## src/rtl/mem_access_unit.sv

```systemverilog
// mem_access_unit: MEM-stage load/store engine driving a req/ack data bus with load extraction.
// Optional bus timeout enabled by defining MEM_BUS_TIMEOUT_EN.
module mem_access_unit #(
    parameter int ADDR_W         = 32,
    parameter int TIMEOUT_CYCLES = 64
) (
    input  logic              clk,
    input  logic              rst_n,
    input  logic              valid_i,
    input  logic              mem_en_i,
    input  logic              mem_rw_i,
    input  logic [2:0]        rw_type_i,
    input  logic [ADDR_W-1:0] addr_i,
    input  logic [31:0]       wdata_i,
    output logic              stall_o,
    output logic [31:0]       load_data_o,
    output logic              load_valid_o,
    output logic              fault_o,
    output logic              bus_req_o,
    output logic              bus_we_o,
    output logic [ADDR_W-1:0] bus_addr_o,
    output logic [3:0]        bus_be_o,
    output logic [31:0]       bus_wdata_o,
    input  logic              bus_ack_i,
    input  logic [31:0]       bus_rdata_i
);
    typedef enum logic [1:0] {IDLE, REQ, DONE} state_t;
    state_t state, state_nx;
    logic        legal, aligned, access, start, bad, expire;
    logic [1:0]  off;
    logic [2:0]  typ;
    logic [31:0] ld_q, ext, wdata_nx;
    logic [3:0]  be_nx;
    logic [7:0]  byte_sel;
    logic [15:0] half_sel;

    always_comb begin
        legal = mem_rw_i ? (rw_type_i inside {3'b000, 3'b001, 3'b010})
                         : (rw_type_i inside {3'b000, 3'b001, 3'b010, 3'b100, 3'b101});
        aligned = rw_type_i[1:0] == 2'b01 ? ~addr_i[0] :
                  rw_type_i[1:0] == 2'b10 ? addr_i[1:0] == 2'b00 : 1'b1;
        access = valid_i & mem_en_i;
        start = access & legal & aligned;
        bad = access & ~(legal & aligned);
    end

    // store lanes are replicated so the bus only needs byte enables to pick the slot
    always_comb begin
        be_nx = !mem_rw_i ? 4'hf :
                rw_type_i[1:0] == 2'b00 ? 4'b0001 << addr_i[1:0] :
                rw_type_i[1:0] == 2'b01 ? (addr_i[1] ? 4'b1100 : 4'b0011) : 4'hf;
        wdata_nx = !mem_rw_i ? 32'h0 :
                   rw_type_i[1:0] == 2'b00 ? {4{wdata_i[7:0]}} :
                   rw_type_i[1:0] == 2'b01 ? {2{wdata_i[15:0]}} : wdata_i;
    end

    always_comb begin
        byte_sel = bus_rdata_i[8*off +: 8];
        half_sel = bus_rdata_i[16*off[1] +: 16];
        ext = typ == 3'b000 ? {{24{byte_sel[7]}}, byte_sel} :
              typ == 3'b001 ? {{16{half_sel[15]}}, half_sel} :
              typ == 3'b100 ? {24'h0, byte_sel} :
              typ == 3'b101 ? {16'h0, half_sel} : bus_rdata_i;
    end

`ifdef MEM_BUS_TIMEOUT_EN
    localparam int CW = $clog2(TIMEOUT_CYCLES + 1);
    logic [CW-1:0] cnt;
    assign expire = state == REQ && !bus_ack_i && cnt == CW'(TIMEOUT_CYCLES - 1);
    always_ff @(posedge clk or negedge rst_n)
        if (!rst_n)
            cnt <= '0;
        else if (state != REQ)
            cnt <= '0;
        else if (!bus_ack_i)
            cnt <= cnt + 1'b1;
`else
    assign expire = 1'b0;
`endif

    always_ff @(posedge clk or negedge rst_n)
        if (!rst_n)
            state <= IDLE;
        else
            state <= state_nx;

    always_comb begin
        state_nx = state == IDLE ? (start ? REQ : IDLE) :
                   state == REQ  ? ((bus_ack_i | expire) ? DONE : REQ) : IDLE;
        stall_o = (state == IDLE & start) | state == REQ;
        bus_req_o = state == REQ;
        fault_o = (state == IDLE & bad) | expire;
        load_valid_o = (state == IDLE & bad & ~mem_rw_i) | (state == DONE & ~bus_we_o);
        load_data_o = state == DONE ? ld_q : 32'h0;
    end

    always_ff @(posedge clk or negedge rst_n)
        if (!rst_n) begin
            bus_we_o    <= 1'b0;
            bus_addr_o  <= '0;
            bus_be_o    <= 4'h0;
            bus_wdata_o <= 32'h0;
            off         <= 2'b00;
            typ         <= 3'b000;
            ld_q        <= 32'h0;
        end else if (state == IDLE && start) begin
            bus_we_o    <= mem_rw_i;
            bus_addr_o  <= {addr_i[ADDR_W-1:2], 2'b00};
            bus_be_o    <= be_nx;
            bus_wdata_o <= wdata_nx;
            off         <= addr_i[1:0];
            typ         <= rw_type_i;
            ld_q        <= 32'h0;
        end else if (state == REQ && bus_ack_i) begin
            ld_q <= bus_we_o ? 32'h0 : ext;
        end else if (expire) begin
            ld_q <= 32'h0;
        end
endmodule
```

## config.mk

```make
export PLATFORM = sky130hd
export DESIGN_NAME = mem_access_unit
export DESIGN_NICKNAME = d
export VERILOG_FILES = /design/src/rtl/mem_access_unit.sv
export SDC_FILE = /design/constraint.sdc
export NUM_CORES = 1
export LEC_CHECK = 0
export CORE_MARGIN = 8
export CORE_UTILIZATION = 44
export DETAILED_ROUTE_END_ITERATION = 8
export HOLD_SLACK_MARGIN = 0.06
export PLACE_DENSITY = 0.88
export SYNTH_ARGS = -nofsm -noshare
export SYNTH_HDL_FRONTEND = slang
export SYNTH_SLANG_ARGS = --single-unit
export TNS_END_PERCENT = 30
```

## constraint.sdc

```tcl
create_clock -name clk -period 2.4 [get_ports clk]
set_input_delay 0.24 -clock clk [delete_from_list [all_inputs] [get_ports clk]]
set_output_delay 0.24 -clock clk [all_outputs]
set_load 0.05 [all_outputs]
```

==> impl_metrics.json, run 1 <==
{
  "status": "finished clean",
  "seq_area_frac_synth": 0.4933,
  "syn_to_final_growth_pct": 54.79,
  "drt_iter0_markers": 320,
  "cts_root_buffer": "clkbuf_16",
  "fmax_ghz": 0.4444,
  "ant_nets": 0,
  "wl_per_cell_um": 20.57,
  "avgSynthCellArea_sq_um": 10.48,
  "fin_cells": 866,
  "arrival_ps": 2010,
  "cp_max_fo": 23,
  "fp.dieW_um": 126.6,
  "ys_async_sr_fraction": 1.000,
  "route.detailed.drc": 0,
  "hpwl_um": 13900,
  "vias_per_cell": 5.618,
  "cpPeakStageDelay_ps": 580,
  "slew_violations": 0,
  "fin_crit_ps": 2250,
  "cts_resized": 0,
  "synth_top_area_share": 0.4933,
  "yosys.area.top_type": "dfrtp_1",
  "p_per_area_mw_per_mm2": 891.3,
  "required_ps": 2160,
  "placementRows": 40,
  "grt_pass1_vias": 5049,
  "grt_overflow_total": 0,
  "dp.cells": 849,
  "start_kind": "input pin",
  "cts_tree": "yes",
  "design.portCount": 210,
  "num_vias": 4865,
  "syn_area_sq_mm": 0.005378,
  "gp_congestion": 0.9318,
  "clk_pin_slew_ps": 70,
  "worst_pin_slew_ps": 1086,
  "dpl_cell_area_sq_mm": 0.008011,
  "wl_um": 17810,
  "ys.flop_type": "dfrtp_1",
  "critPathSlowestCell": "or4_4",
  "synth_edf_count": 0,
  "end_kind": "output pin",
  "fp.coreArea_sq_mm": 0.01196,
  "nets": 819,
  "first_pass_iters": 5,
  "cap_violations": 0,
  "yosys-top-cells-area": "dfrtp_1, mux2_2, nand2_1, mux2i_1, and2_1",
  "yosysMostFrequentCell": "dfrtp_1",
  "cts_buffer_depth": 2,
  "hold_viol": 0,
  "antennaDiodeCount": 0,
  "min_path_type": "input pin to asynchronous set/reset pin",
  "slew_headroom": 0.2762,
  "ir_drop_v": 0.0006018,
  "synth_common_cells": "dfrtp_1, nand2_1, clkbuf_1, o21ai_0, and2_1",
  "static-leakage-power_nw": 3.632,
  "fin_crit_sh": 0.9375,
  "cts_buffers": 9,
  "synth_cells": 513,
  "initial_core_util": 0.4496,
  "rsz0062_at_grt": "no",
  "yosysUniqueCellTypes": 43,
  "track_usage": 0.2198,
  "h-tree-depth": 3,
  "antenna_found_initial": 0,
  "drive_gt1_frac": 0.1683,
  "cts.sinks": 106,
  "die_h_um": 126.6,
  "io_buffers": 207,
  "design_area_sq_mm": 0.008324,
  "grt_max_degree": 64,
  "grt_pass1_wl_um": 27860,
  "crit_chain": "clkdlybuf4s50_1 -> or4_4 -> a21bo_4 -> nand2_1 -> buf_12",
  "ys_seq_elements": 106,
  "worstSetupPathType": "input pin to output pin",
  "dieArea_sq_mm": 0.01601,
  "skew_ps": 6.021,
  "clock_latency_ps": 340,
  "finalSetupViolCount": 0,
  "yosysWarnings": 0
}
==> layout make-up <==
class | count | area, sq um
Fill cell | 878 | 3637
Sequential cell | 106 | 2653
Timing Repair Buffer | 234 | 2650
Multi-Input combinational cell | 353 | 2497
Clock buffer | 10 | 229.0
Tap cell | 147 | 183.9
Clock inverter | 6 | 73.82
Inverter | 10 | 37.54
==> state kept, by name (all words and copies together), names as in the netlist <==
signal	count
bus_addr_o	30
bus_be_o	4
off	2
bus_wdata_o	32
state	2
typ	3
ld_q	32
bus_we_o	1
==> through the flow <==
stage | utilization | worst slack (ps) | setup TNS [ps] | total power, W | hold WS [ps]
after floorplan | - | 342.3 | 0 | 0.004651 | -55.59
after global placement | 0.6698 | 33.77 | 0 | 0.005840 | 258.1
after detailed placement | 0.6698 | -66.97 | -652.2 | 0.005937 | 265.0
after CTS | 0.6959 | 144.8 | 0 | 0.007453 | 462.2
after global routing | 0.6959 | 43.92 | 0 | 0.007754 | 499.9
final | 0.6959 | 150.0 | 0 | 0.007419 | 447.2
==> cell families (layout without fill, tap and decap cells) <==
logic type             count (synthesis)  count (layout)  synth area share
AO/OA/AOI/OAI                        151             151            0.1959
AND/OR/NAND/NOR                      138             138            0.1305
flip-flops                           106             106            0.4933
multiplexers                          62              62            0.1347
buffers and inverters                 55             260           0.04490
other                                  1               2         0.0006973
==> critical path, delay by kind of cell <==
kind                   cells  cell delay, ps
and+or+nand+nor            2             760
AOI/OAI and AO/OA          1             370
buffers and inverters      2             630
==> cell usage in the layout (no fill, tap or decap), drive strengths merged, types with 3 or more instances in the layout <==
master,instances
clkdlybuf4s50,171
dfrtp,106
nand2,65
buf,62
mux2,37
o21ai,35
and2,33
mux2i,24
o2bb2ai,23
a21oi,20
o31ai,17
a22oi,15
inv,12
nor2b,11
o22ai,11
a22o,10
clkbuf,10
nor2,7
a211o,6
or3,6
and3b,5
nand2b,3
==> per-layer routing <==
layer	part of all wire	track usage	vias up
li1	-	-	2243
met1	0.40	0.2610	2342
met5	0	0	-
met3	0.096	0.07583	24
met2	0.49	0.3689	256
met4	0.020	0.06369	0
==> report_power, final <==
part           switching [W]  internal, W  total (W)  leakage (nW)
clock               0.000677     0.000823    0.00150         0.141
sequential          0.000327      0.00226    0.00259          1.36
combinational        0.00201      0.00132    0.00333          2.14
==> worst paths after layout <==
| kind | slack [ps] | end | cells past startpoint | start |
|---|---|---|---|---|
| worst max-delay path | 150 | stall_o | 5 | rw_type_i[0] |
| worst min-delay path | 450 | ld_q[10]$_DFFE_PN0P_ | 2 | rst_n |
| worst max register to register | 300 | ld_q[26]$_DFFE_PN0P_ | 6 | state[0]$_DFF_PN0_ |
| worst min register to register | 480 | bus_wdata_o[4]$_DFFE_PN0P_ | 2 | bus_wdata_o[4]$_DFFE_PN0P_ |
| max in group asynchronous | 1240 | ld_q[7]$_DFFE_PN0P_ | 3 | rst_n |
| min in group clk | 480 | bus_wdata_o[4]$_DFFE_PN0P_ | 2 | bus_wdata_o[4]$_DFFE_PN0P_ |
==> what timing repair did <==
item,4_1_cts,5_1_grt
hold buffers,1,0
endpoints found under the hold margin,43,0
buffers inserted,0,0
Power figures use the tool's default switching activity.
==> run 2: changes to the inputs <==
--- a/config.mk
+++ b/config.mk
@@ -8,7 +8,6 @@
 export CORE_MARGIN = 8
 export CORE_UTILIZATION = 44
 export DETAILED_ROUTE_END_ITERATION = 8
-export HOLD_SLACK_MARGIN = 0.06
 export PLACE_DENSITY = 0.88
 export SYNTH_ARGS = -nofsm -noshare
 export SYNTH_HDL_FRONTEND = slang
==> results of run 2 <==
Same layout as run 1: the final DEF is identical, and so are final timing and power.
